$ cat config.mk
export PLATFORM = sky130hd
export DESIGN_NAME = pipelined_adder
export DESIGN_NICKNAME = d
export VERILOG_FILES = /design/src/rtl/pipelined_adder.sv
export SDC_FILE = /design/constraint.sdc
export NUM_CORES = 1
export LEC_CHECK = 0
export CAP_MARGIN = 20
export CORE_MARGIN = 2
export CORE_UTILIZATION = 59
export DETAILED_ROUTE_END_ITERATION = 12
export GPL_ROUTABILITY_DRIVEN = 0
export PLACE_DENSITY = 0.83
export SLEW_MARGIN = 30
export SYNTH_ARGS = -nofsm -noshare
export SYNTH_HDL_FRONTEND = slang
export SYNTH_SLANG_ARGS = --single-unit
$ cat constraint.sdc
create_clock -name clk -period 4.82 [get_ports clk]
set_input_delay 0.964 -clock clk [delete_from_list [all_inputs] [get_ports clk]]
set_output_delay 0.964 -clock clk [all_outputs]
set_load 0.03 [all_outputs]
$ cat src/rtl/pipelined_adder.sv
// pipelined_adder: WIDTH-bit add/subtract whose carry chain is cut into SLICES
// registered segments, with one valid/ready stall enable shared by every stage.
module pipelined_adder #(
    parameter int WIDTH  = 16,
    parameter int SLICES = 4
) (
    input  logic             clk,
    input  logic             rst_n,
    input  logic             in_valid,
    output logic             in_ready,
    input  logic [WIDTH-1:0] in_a,
    input  logic [WIDTH-1:0] in_b,
    input  logic             in_c,
    input  logic             in_sub,
    output logic             out_valid,
    input  logic             out_ready,
    output logic [WIDTH-1:0] out_sum,
    output logic             out_carry,
    output logic             out_ovf
);
    localparam int SW = WIDTH / SLICES;

    if (WIDTH < 1 || SLICES < 1 || (WIDTH % SLICES) != 0) begin : g_param_check
        $error("pipelined_adder: SLICES must be >= 1 and divide WIDTH exactly");
    end

    logic                adv_s;
    logic [SLICES-1:0]   v_src_s;
    logic [SLICES-1:0]   c_src_s;
    logic [SLICES-1:0]   c_next_s;
    logic [WIDTH-1:0]    a_src_s    [SLICES];
    logic [WIDTH-1:0]    b_src_s    [SLICES];
    logic [WIDTH-1:0]    sum_src_s  [SLICES];
    logic [WIDTH-1:0]    sum_next_s [SLICES];
    logic [SW:0]         slice_s    [SLICES];
    logic                ovf_s;

    logic [SLICES-1:0]   valid_r;
    logic [SLICES-1:0]   carry_r;
    logic [WIDTH-1:0]    a_r   [SLICES];
    logic [WIDTH-1:0]    b_r   [SLICES];
    logic [WIDTH-1:0]    sum_r [SLICES];
    logic                ovf_r;

    assign adv_s    = !out_valid || out_ready;
    assign in_ready = adv_s;

    for (genvar k = 0; k < SLICES; k++) begin : g_stage
        if (k == 0) begin : g_head
            // subtraction folds into the adder as A + ~B + ~borrow
            assign v_src_s[k]   = in_valid;
            assign c_src_s[k]   = in_c ^ in_sub;
            assign a_src_s[k]   = in_a;
            assign b_src_s[k]   = in_b ^ {WIDTH{in_sub}};
            assign sum_src_s[k] = {WIDTH{1'b0}};
        end else begin : g_body
            assign v_src_s[k]   = valid_r[k-1];
            assign c_src_s[k]   = carry_r[k-1];
            assign a_src_s[k]   = a_r[k-1];
            assign b_src_s[k]   = b_r[k-1];
            assign sum_src_s[k] = sum_r[k-1];
        end

        assign slice_s[k] = {1'b0, a_src_s[k][k*SW +: SW]}
                          + {1'b0, b_src_s[k][k*SW +: SW]}
                          + {{SW{1'b0}}, c_src_s[k]};
        assign c_next_s[k] = slice_s[k][SW];
        // slices at and above k are still zero in the deskew word, so OR merges
        assign sum_next_s[k] = sum_src_s[k] | (WIDTH'(slice_s[k][SW-1:0]) << (k*SW));
    end

    // carry into the MSB is recovered as a ^ b ^ sum at that bit
    assign ovf_s = a_src_s[SLICES-1][WIDTH-1] ^ b_src_s[SLICES-1][WIDTH-1]
                 ^ slice_s[SLICES-1][SW-1] ^ slice_s[SLICES-1][SW];

    // every stage advances on one enable so a stall freezes the pipe as a unit
    always_ff @(posedge clk or negedge rst_n) begin
        if (!rst_n) begin
            valid_r <= {SLICES{1'b0}};
            carry_r <= {SLICES{1'b0}};
            ovf_r   <= 1'b0;
            for (int k = 0; k < SLICES; k++) begin
                a_r[k]   <= {WIDTH{1'b0}};
                b_r[k]   <= {WIDTH{1'b0}};
                sum_r[k] <= {WIDTH{1'b0}};
            end
        end else if (adv_s) begin
            valid_r <= v_src_s;
            carry_r <= c_next_s;
            ovf_r   <= ovf_s;
            for (int k = 0; k < SLICES; k++) begin
                a_r[k]   <= a_src_s[k];
                b_r[k]   <= b_src_s[k];
                sum_r[k] <= sum_next_s[k];
            end
        end
    end

    assign out_valid = valid_r[SLICES-1];
    assign out_carry = carry_r[SLICES-1];
    assign out_sum   = sum_r[SLICES-1];
    assign out_ovf   = ovf_r;

endmodule

Yosys cells after proc, flatten, opt, wreduce, memory -nomap -nowiden

Index checks and enable logic that the tools add are counted.

Add/subtract/negate cells: 8
Bitwise logic cells: 8
Reduce and logical (&&, ||, !) cells: 2

Operator list:

| operator           | count |
|---|---|
| $add A4 B4 Y5      | 4 |
| $add A5 B1 Y5      | 4 |
| $or A16 B12 Y16    | 1 |
| $or A16 B16 Y16    | 1 |
| $xor A16 B16 Y16   | 1 |
| $or A4 B8 Y8       | 1 |
| $xor A1 B1 Y1      | 4 |
| $logic_not A1 Y1   | 1 |
| $logic_or A1 B1 Y1 | 1 |

Bits in registers: 157
Input bits: 38
Word-level logic and storage cells: 31

Depth between registers and ports, before layout

Gate-level depths: netlist (run 1).

Depth after elaboration: 4
Mapped depth: 8

Least setup slack after synthesis (run 1)

No wires, ideal clock.

Path kind: input to register
Start: input port in_sub
End: register carry_r[0]
Arrival: 2.667 ns
Required time: 4.693 ns
Path slack: 2.026 ns
Stages on the path: 8
Path buffers: 2
Path through: buf_6 -> buf_6 -> xor2_1 -> fa_1 -> fa_1 -> a21o_1 -> a211oi_1 -> a21oi_1

Longest elaborated chain between the ends: 3
Elaborated cells on any way between the ends: 4

RTL lines:

| item                 | line | RTL |
|---|---|---|
| from (decl)          | 14   | `input logic in_sub,` |
| $xor A16 B16 Y16     | 54   | `assign b_src_s[k] = in_b ^ {WIDTH{in_sub}};` |
| $add A4 B4 Y5        | 65   | `+ {1'b0, b_src_s[k][k*SW +: SW]}` |
| $add A5 B1 Y5 *      | 66   | `+ {{SW{1'b0}}, c_src_s[k]};` |
| to (signal assigned) | 80   | `carry_r <= {SLICES{1'b0}};` |
| to (signal assigned) | 89   | `carry_r <= c_next_s;` |
| to (decl)            | 39   | `logic [SLICES-1:0] carry_r;` |

Mark *: on every way between the ends. The rest lies on a longest branch, timed or not.
A chain may end at the register's enable or synchronous reset.

Worst setup path after layout (run 1)

Start: input port out_ready
End: output port in_ready

Longest elaborated chain between the ends: 1

RTL lines:

| item               | line | RTL |
|---|---|---|
| from (decl)        | 16   | `input logic out_ready,` |
| $logic_or A1 B1 Y1 | 45   | `assign adv_s = !out_valid \|\| out_ready;` |
| to (decl)          | 10   | `output logic in_ready,` |

No other way between the ends.

==> reports/qor.yml, run 1 <==
detailed_routing:
  wl_per_cell_um: 12.4
  postRouteWirelength_mm: 7.56
  drt_first_pass_iters: 4
  routed_via_density: 4.96
  drt.antenna.violating_nets: 0
  drt_first_iter_violations: 200
  remaining_drc_errors: 0
  detailroute.via_count: 3013
synth:
  yosys-top-cells-count: "nand2_1 (222), dfrtp_1 (97), o21ai_0 (22)"
  synth-xor-area-share: 0.0506
  synth_top_family_by_area: "simple AND/OR/NAND/NOR gates"
  synthesis.area_um2: 4330
  async_reset_ff_frac: 1.00
  ys.flop_type: "dfrtp_1"
  synth-compound-area-share: 0.0549
  synthesis.instances: 454
  synth_nets: 512
  number_of_flops_mapped_to_enable_cells_by_yosys: 0
  synth-warning-count: 0
  synth_top_cell_area_share: 0.561
  synth_cell_type_count: 24
  synth_mux_area_frac: 0
  number_of_flip_flops_and_latches_in_the_synthesized_netlist: 97
  fraction_of_the_mapped_netlist_area_in_simple_logic_gates: 0.212
  synth-adder-area-share: 0.0717
  synth_top_cells_by_area: "dfrtp_1 (56%), nand2_1 (19%), fa_1 (3.7%)"
  yosysSeqAreaShare: 0.561
  netlist.top_cell.by_area: "dfrtp_1"
  syn_area_per_cell_um2: 9.54
  most_frequent_cell_after_synthesis: "nand2_1"
timing:
  hold-worst-slack_ps: 470
  final.period_utilization: 0.668
  max_clock_freq_ghz: 0.311
  final-setup-viol-count: 0
  tns_ps: 0
  final_max_slew_viol_count: 0
  final.setup_skew_ps: 8.36
  timing.final.hold_violations: 0
  slew_headroom: 0.435
  grt_setup_unrepaired: "false"
  shortest_period_the_worst_path_allows_ps: 3220
  transition_time_of_the_tightest_slew_check_pin_ps: 847
clock_network:
  clkSinkCount: 97
  cts.repair.resized: 0
  tritoncts: "done"
  post_cts_hold_buffer_count: 0
  clkLatencyLatePin_ps: 360
  cts_inserted_buffers: 9
  post-cts-setup-buffer-count: 0
  root_buffer: "clkbuf_8"
  clk_pin_slew_ps: 90
  clockBufferDepth: 2
  htree_levels: 3
power:
  peakVddDrop_v: 0.000324
  pwr_density_cell_nw_per_um2: 626
  leakage_nw: 2.51
global_routing:
  globalRoute.totalOverflow: 0
  globalRouteTotalUtil: 0.213
  number_of_antenna_violations_at_the_first_check_in_global_routing: 0
  grt_pass1_wl_mm: 13.0
  first_global_vias: 2814
  largest_net_degree_at_the_start_of_global_routing: 105
floorplanning:
  floorplan.rows: 31
  die_area_um2: 8040
  initial_core_util: 0.603
  fp.dieH_um: 89.7
  pin_count: 58
  core-area_um2: 7180
  die-width_um: 89.7
critical_path:
  crit_arrival_ps: 2250
  cpPeakStageDelay_ps: 670
  required_ps: 3860
  worst_path_max_delay_cell: "clkdlybuf4s50_1"
  critPathKind: "in -> out"
  timing.critical_path.mode_cell: "clkdlybuf4s50_1"
  timing.critical_path.fanout_max: 2
  critical_path.endpoint_type: "output pin"
  ff2ff_path_depth: 6
  critical_path.reg2reg.endpoint: "out_ovf"
  reg2reg_slack_ps: 2720
  crit_chain: "clkdlybuf4s50_1 > nor2b_4 > inv_4 > clkdlybuf4s50_1"
  timing.critical_path.from_type: "input pin"
  r2r_start: "carry_r[2]"
min_path:
  worst_hold_path_type: "reg -> reg"
  min_delay_worst_endpoint: "valid_r[2]"
  whs_path_depth: 2
  hold_start: "valid_r[2]"
placed_design:
  buffer_ports.inserted: 57
  place_hpwl_mm: 4.99
  dpl_cell_area_um2: 4870
  place.detailed.instances: 591
cells_and_area:
  finish.net_count: 562
  layout.cells.non_filler: 608
  layout.core_utilization: 0.708
  area_growth_pct: 17.3
  final_area_um2: 5080
  ratio_of_cells_with_drive_above_1_in_the_final_layout: 0.0530
  insertedDiodeCount: 0
flow_run:
  cap_violations: 0
outcome:
  outcome: "complete, no violations"
[state kept, by name, summed over array words and instances (netlist names)]
signal	count
a_r	24
b_r	24
carry_r	4
out_ovf	1
out_sum	16
sum_r	24
valid_r	4
[placed cells by master, fill, tap and decap left out]
master and count:
nand2_1 222, dfrtp_1 97, ha_1 12, clkdlybuf4s50_1 56, o21ai_1 1, inv_4 1, buf_4 5, clkinvlp_4 4
a21oi_2 2, nor2_1 9, nand2b_1 1, buf_16 1, clkbuf_8 10, nor2b_4 1, inv_1 8, xnor2_1 15
a211oi_1 1, nor4b_2 1, fa_1 8, o21ai_0 22, nor3_1 1, a21o_1 5, clkinv_2 1, xor2_1 10
nor2b_1 2, a21oi_1 12, clkinv_4 1
[cells by family after synthesis]
kind of cell	Yosys count
AOI/OAI and AO/OA	43
and+or+nand+nor	237
adders and majority gates	20
xor gates and xnor gates	25
DFF	97
buffers and inverters	32
[metal layers]
metal  up-vias  part of all wire  global-route usage  wire length, µm
li1       1502                 -                   -                -
met2        50              0.51               0.339             3860
met3        10             0.031              0.0466              238
met4         0             0.012              0.0692               93
met5         -                 0                   0                0
met1      1451              0.44               0.294             3360
[power by group]
part | internal [W] | switching [W] | leakage (nW)
clock | 0.000201 | 0.000278 | 0.0805
sequential | 0.00118 | 0.000204 | 1.17
combinational | 0.000555 | 0.000767 | 1.26
total | 0.00193 | 0.00125 | 2.51
[final cells by class]
type                            instances  area [µm²]
Clock buffer                           10         138
Tap cell                               99         124
Sequential cell                        97        2430
Clock inverter                          6        43.8
Timing Repair Buffer                   62         626
Multi-Input combinational cell        325        1690
Fill cell                             540        2090
Inverter                                9        36.3
[how the worst max path moves through the flow]
stage	from	depth (start not counted)	slack, ps	end
after floorplan	in_sub	8	2030	carry_r[0]
after global placement	in_sub	8	1520	carry_r[0]
after detailed placement	in_sub	8	1410	carry_r[0]
after CTS	out_ready	4	1590	in_ready
after global routing	out_ready	4	1570	in_ready
final	out_ready	4	1600	in_ready
[through the flow]
stage          total power, W  worst slack, ps
2_1_floorplan         0.00232             2030
4_1_cts               0.00320             1590
3_3_place_gp          0.00262             1520
5_1_grt               0.00346             1570
3_5_place_dp          0.00270             1410
6_report              0.00318             1600
[worst max-delay path, delay by kind of cell]
| kind | cells | cell delay, ps |
|---|---|---|
| AND/OR/NAND/NOR | 1 | 60 |
| buffers and inverters | 3 | 1230 |
Note: power is estimated with default switching activity, not from simulation.
==> inputs of run 2 (changes only) <==
Settings changed: CORE_UTILIZATION 59 to 49, PLACE_DENSITY 0.83 to 0.73.
Clock period 4.82 ns to 2.8 ns, I/O delays scaled along.
==> run 2 against run 1 <==
Utilization down 11 points; via count down 2.6%; sequential cell count unchanged; clock skew up 1.2 ps; critical path type is now in -> reg.
==> reports/qor.yml, run 2 (synthesized netlist as in run 1, its figures left out) <==
detailed_routing:
  drt.antenna.violating_nets: 0  # unchanged
  detailroute.via_count: 2935  # -2.6%
  drt_first_iter_violations: 117  # -42%
  postRouteWirelength_mm: 7.55  # -0.12%
  drt_first_pass_iters: 4  # unchanged
  remaining_drc_errors: 0  # unchanged
  wl_per_cell_um: 12.3  # -1.4%
  routed_via_density: 4.76  # -3.9%
global_routing:
  met1_usage: 0.244  # -0.0503
  global_route.peak_usage_layer: "met2"
  grt_pass1_wl_mm: 13.2  # +2.2%
  largest_net_degree_at_the_start_of_global_routing: 105  # unchanged
  met3_usage: 0.0372  # -0.00940
  globalRoute.totalOverflow: 0  # unchanged
  number_of_antenna_violations_at_the_first_check_in_global_routing: 0  # unchanged
  first_global_vias: 2742  # -2.6%
  globalRouteTotalUtil: 0.174  # -0.0390
  gr_met2_demand_resource: 0.264  # -0.0749
timing:
  final-setup-viol-count: 0  # unchanged
  max_clock_freq_ghz: 0.407
  shortest_period_the_worst_path_allows_ps: 2460
  final.period_utilization: 0.877
  hold-worst-slack_ps: 166  # -304 ps
  grt_setup_unrepaired: "false"
  final.setup_skew_ps: 9.55  # +1.19 ps
  timing.final.hold_violations: 0  # unchanged
  final_max_slew_viol_count: 0  # unchanged
  slew_headroom: 0.641  # +0.206
  transition_time_of_the_tightest_slew_check_pin_ps: 539  # -309 ps
clock_network:
  cts_inserted_buffers: 9  # unchanged
  cts.repair.resized: 0  # unchanged
  clkSinkCount: 97  # unchanged
  clockBufferDepth: 2  # unchanged
  post_cts_hold_buffer_count: 0  # unchanged
  clk_pin_slew_ps: 90  # about the same
  clkLatencyLatePin_ps: 370  # about the same
  root_buffer: "clkbuf_8"
  tritoncts: "done"
  post-cts-setup-buffer-count: 0  # unchanged
  htree_levels: 3  # unchanged
power:
  pwr-share-clk: 0.176  # +0.025
  leakage_nw: 2.55  # +1.2%
  power.share.combinational: 0.402  # -0.013
  pwr_density_cell_nw_per_um2: 1090  # +74%
  p_sw_frac: 0.379  # -0.0138
  switchingPower_w: 0.00212  # +70%
  power.total_w: 0.00561  # +76%
  peakVddDrop_v: 0.000403  # +24%
  internal_power_w: 0.00348  # +80%
  share_seq_of_total_power: 0.422  # -0.012
critical_path:
  r2r_start: "carry_r[2]"
  required_ps: 3040  # -820 ps
  timing.critical_path.from_type: "input pin"
  critPathKind: "in -> reg"
  crit_arrival_ps: 2700  # +450 ps
  critical_path.endpoint_type: "flip-flop"
  reg2reg_slack_ps: 780  # -1940 ps
  critical_path.reg2reg.endpoint: "out_ovf"
  ff2ff_path_depth: 6  # unchanged
  timing.critical_path.fanout_max: 3  # +1
flow_run:
  cap_violations: 0  # unchanged
cells_and_area:
  ratio_of_cells_with_drive_above_1_in_the_final_layout: 0.0531  # +0.000104
  mostFrequentLayoutCell: "nand2_1"
  finish.net_count: 561  # -0.18%
  insertedDiodeCount: 0  # unchanged
  layout.core_utilization: 0.595  # -0.113
  layout_common_cells: "nand2_1 (222), dfrtp_1 (97), clkdlybuf4s50_1 (55), o21ai_0 (22), xnor2_1 (15)"
  area_growth_pct: 18.6
  reg_top3: "a_r x24, b_r x24, sum_r x24"
floorplanning:
  die_area_um2: 9610  # +19%
  core-area_um2: 8640  # +20%
  fp.dieH_um: 98.0  # +9.3%
  pin_count: 58  # unchanged
  floorplan.rows: 34  # +9.7%
  die-width_um: 98.0  # +9.3%
  initial_core_util: 0.501  # -0.102
placed_design:
  place_hpwl_mm: 5.05  # +1.2%
  buffer_ports.inserted: 57  # unchanged
outcome:
  outcome: "complete, no violations"
min_path:
  worst_hold_path_type: "in -> async"
## run 2: changes by cell type in the layout (fill, tap and decap cells not counted)
cell,change
buf_12,+3
clkinvlp_4,-3
buf_4,-2
bufinv_16,+2
buf_16,-1
clkbuf_8,-1
clkdlybuf4s50_1,-1
clkinv_2,+1
clkinv_4,+1
## run 2: how the worst max path moves through the flow
| stage | from | endpoint | slack (ps) | depth (start not counted) |
|---|---|---|---|---|
| floorplan | in_sub | carry_r[0] | 410 | 8 |
| global placement | in_sub | carry_r[0] | 20 | 7 |
| detailed placement | in_sub | carry_r[0] | -70 | 7 |
| CTS | in_sub | carry_r[0] | 330 | 7 |
| global route | in_sub | sum_r[51] | 190 | 8 |
| finish | in_sub | carry_r[0] | 340 | 7 |
## run 2: cell type report
type | instances | area (µm²)
Sequential cell | 97 | 2430
Tap cell | 108 | 135
Inverter | 9 | 36.3
Fill cell | 775 | 3500
Multi-Input combinational cell | 325 | 1690
Clock buffer | 9 | 124
Timing Repair Buffer | 61 | 633
Clock inverter | 7 | 95.1
## run 2: metal layers
metal	part of all wire	wire [µm]
met2	0.48	3600
met4	0.023	175
met1	0.47	3540
met5	0	0
met3	0.030	224
## run 2: per-stage QoR
step	setup TNS (ps)	setup WS, ps	instances	cell area [µm²]
after global routing	0	188	616	5140
after floorplan	0	410	454	4330
after global placement	0	24.2	600	4920
final	0	344	616	5140
after CTS	0	334	616	5140
after detailed placement	-125	-67.9	600	4920
## run 2: critical path, cell delays in order
cell,delay (ps)
clkdlybuf4s50_1,530
xor2_1,230
fa_1,440
fa_1,420
a21o_1,190
a211oi_1,260
a21oi_1,70
## run 2: power by group through the flow
stage / registers (W) / logic, W / clock network [W]
after global routing: 0.00245 / 0.00257 / 0.00107
after floorplan: 0.00259 / 0.00140 / 0
after CTS: 0.00237 / 0.00229 / 0.00101
after global placement: 0.00237 / 0.00221 / 0
final: 0.00236 / 0.00225 / 0.000989
after detailed placement: 0.00240 / 0.00228 / 0
==> inputs of run 3 (changes only) <==
Settings changed: RECOVER_POWER set to 100.
==> run 3 against run 2 <==
The run now ends with max-capacitance violations, max-slew violations left; cell count is the same; highest routed layer unchanged; non-clock buffer count is the same; via count is essentially flat; largest cell class unchanged; fmax shrank 2.3%.
==> reports/qor.yml, run 3 (synthesized netlist as in run 1, its figures left out) <==
outcome:
  outcome: "finished, violations left"
  violations: "max-capacitance violations, max-slew violations"
floorplanning:
  initial_core_util: 0.501  # unchanged
  fp.dieH_um: 98.0  # unchanged
  die-width_um: 98.0  # unchanged
  floorplan.rows: 34  # unchanged
  die_area_um2: 9610  # unchanged
  core-area_um2: 8640  # unchanged
  pin_count: 58  # unchanged
clock_network:
  post_cts_hold_buffer_count: 0  # unchanged
  tritoncts: "done"
  clkSinkCount: 97  # unchanged
  clk_pin_slew_ps: 90  # about the same
  clockBufferDepth: 2  # unchanged
  cts_inserted_buffers: 9  # unchanged
  root_buffer: "clkbuf_8"
  post-cts-setup-buffer-count: 0  # unchanged
  clkLatencyLatePin_ps: 370  # about the same
  cts.repair.resized: 0  # unchanged
  htree_levels: 3  # unchanged
cells_and_area:
  area_growth_pct: 17.6
  filler_cell_count: 780  # +0.65%
  insertedDiodeCount: 0  # unchanged
  ratio_of_cells_with_drive_above_1_in_the_final_layout: 0.0492  # -0.00394
  mostFrequentLayoutCell: "nand2_1"
  finish.net_count: 561  # unchanged
  layout_common_cells: "nand2_1 (222), dfrtp_1 (97), clkdlybuf4s50_1 (35), o21ai_0 (23), dlygate4sd3_1 (20)"
  reg_top3: "a_r x24, b_r x24, sum_r x24"
critical_path:
  cpPeakStageDelay_ps: 600  # +70 ps
  crit_arrival_ps: 2720  # +20 ps
  timing.critical_path.mode_cell: "xor2_1"
  crit_chain: "clkdlybuf4s50_1 > clkbuf_4 > xor2_1 > ha_1 > a21o_1 > a21oi_1 > xor2_1 > o21ai_0"
  critPathKind: "in -> reg"
  critical_path.endpoint_type: "flip-flop"
  timing.critical_path.fanout_max: 15  # +12
  worst_path_max_delay_cell: "clkdlybuf4s50_1"
  cp_top_family: "buffers and inverters"
  timing.critical_path.from_type: "input pin"
  required_ps: 3010  # -30 ps
  critPathBufInv: 2  # +1
placed_design:
  dp_slack_ps: -67.9  # unchanged
  buffer_ports.inserted: 57  # unchanged
  place_hpwl_mm: 5.05  # unchanged
timing:
  post-route-worst-setup-slack_ps: 287  # -57.2 ps
  final.period_utilization: 0.897  # +0.0204
  transition_time_of_the_tightest_slew_check_pin_ps: 2190  # +1650 ps
  final-setup-viol-count: 0  # unchanged
  hold-worst-slack_ps: 467  # +301 ps
  shortest_period_the_worst_path_allows_ps: 2510  # +57.2 ps
  timing.final.hold_violations: 0  # unchanged
  slew_headroom: -0.459  # -1.10
  max_clock_freq_ghz: 0.398  # -2.3%
  final.setup_skew_ps: 9.84  # +0.294 ps
  final_max_slew_viol_count: 41  # +41
  grt_setup_unrepaired: "false"
power:
  share_seq_of_total_power: 0.427  # +0.005
  leakage_nw: 2.54  # -0.16%
  pwr_density_cell_nw_per_um2: 1080  # -0.70%
  peakVddDrop_v: 0.000402  # -0.28%
  switchingPower_w: 0.00211  # -0.57%
  p_sw_frac: 0.382  # +0.00373
  power.total_w: 0.00552  # -1.5%
  pwr-share-clk: 0.179  # +0.003
  internal_power_w: 0.00341  # -2.1%
  power.share.combinational: 0.394  # -0.008
detailed_routing:
  met2RoutedLength_mm: 3.60  # about the same
  routed_via_density: 4.77  # about the same
  detailroute.via_count: 2937  # +0.068%
  wl_per_cell_um: 12.2  # -0.11%
  wl_met3_um: 198  # -12%
  postRouteWirelength_mm: 7.54  # -0.11%
  drt_first_iter_violations: 126  # +7.7%
  met1_wirelength_mm: 3.56  # +0.51%
  highest-signal-layer: "met4"
  drt_first_pass_iters: 4  # unchanged
  remaining_drc_errors: 0  # unchanged
  drt.antenna.violating_nets: 0  # unchanged
global_routing:
  globalRoute.totalOverflow: 0  # unchanged
  globalRouteTotalUtil: 0.174  # unchanged
  number_of_antenna_violations_at_the_first_check_in_global_routing: 0  # unchanged
  grt_pass1_wl_mm: 13.2  # unchanged
  largest_net_degree_at_the_start_of_global_routing: 105  # unchanged
  first_global_vias: 2742  # unchanged
flow_run:
  cap_violations: 1  # +1
min_path:
  worst_hold_path_type: "reg -> reg"
-- run 3: layout make-up --
type	count	area (µm²)	share of cell area
sequential	97	2430	0.477
clock buffer	9	124	0.0243
timing repair buffer	61	589	0.116
clock inverter	7	95.1	0.0187
tap	108	135	0.0265
inverter	9	36.3	0.00712
multi-input combinational	325	1690	0.331
-- run 3: per-layer routing --
metal / GRT usage / up-vias
li1: - / 1498
met1: 0.244 / 1383
met2: 0.264 / 44
met3: 0.0372 / 12
met4: 0.0737 / 0
met5: 0 / -
-- run 3: metrics by stage --
step           instances  instance area [µm²]  utilization  setup TNS [ps]
3_5_place_dp         600                 4920        0.570            -125
3_3_place_gp         600                 4920        0.570               0
6_report             616                 5090        0.590               0
2_1_floorplan        454                 4330            -               0
5_1_grt              616                 5090        0.590               0
4_1_cts              616                 5140        0.595               0
-- run 3: path summary, 6_finish.rpt --
path	start	endpoint	slack [ps]	cells past startpoint
max	in_sub	sum_r[51]	290	8
min	valid_r[2]	valid_r[3]	470	1
max reg2reg	valid_r[3]	sum_r[39]	610	6
min reg2reg	valid_r[2]	valid_r[3]	470	1
max in group asynchronous	rst_n	out_sum[12]	560	2
min in group asynchronous	rst_n	a_r[52]	830	1
-- run 3: power by group through the flow --
| stage | Clock, W | Sequential (W) | Combinational [W] |
|---|---|---|---|
| 6_report | 0.000990 | 0.00236 | 0.00217 |
| 5_1_grt | 0.00107 | 0.00244 | 0.00249 |
| 4_1_cts | 0.00101 | 0.00237 | 0.00229 |
| 3_5_place_dp | 0 | 0.00240 | 0.00228 |
| 3_3_place_gp | 0 | 0.00237 | 0.00221 |
| 2_1_floorplan | 0 | 0.00259 | 0.00140 |
-- run 3: worst reg2reg max path, cell delays in order, from the launching register on --
cell and delay [ps]:
dfrtp_1 380, nor2b_4 130, inv_4 70, buf_2 1110
nand2_1 150, a21oi_1 170, nor3_1 70
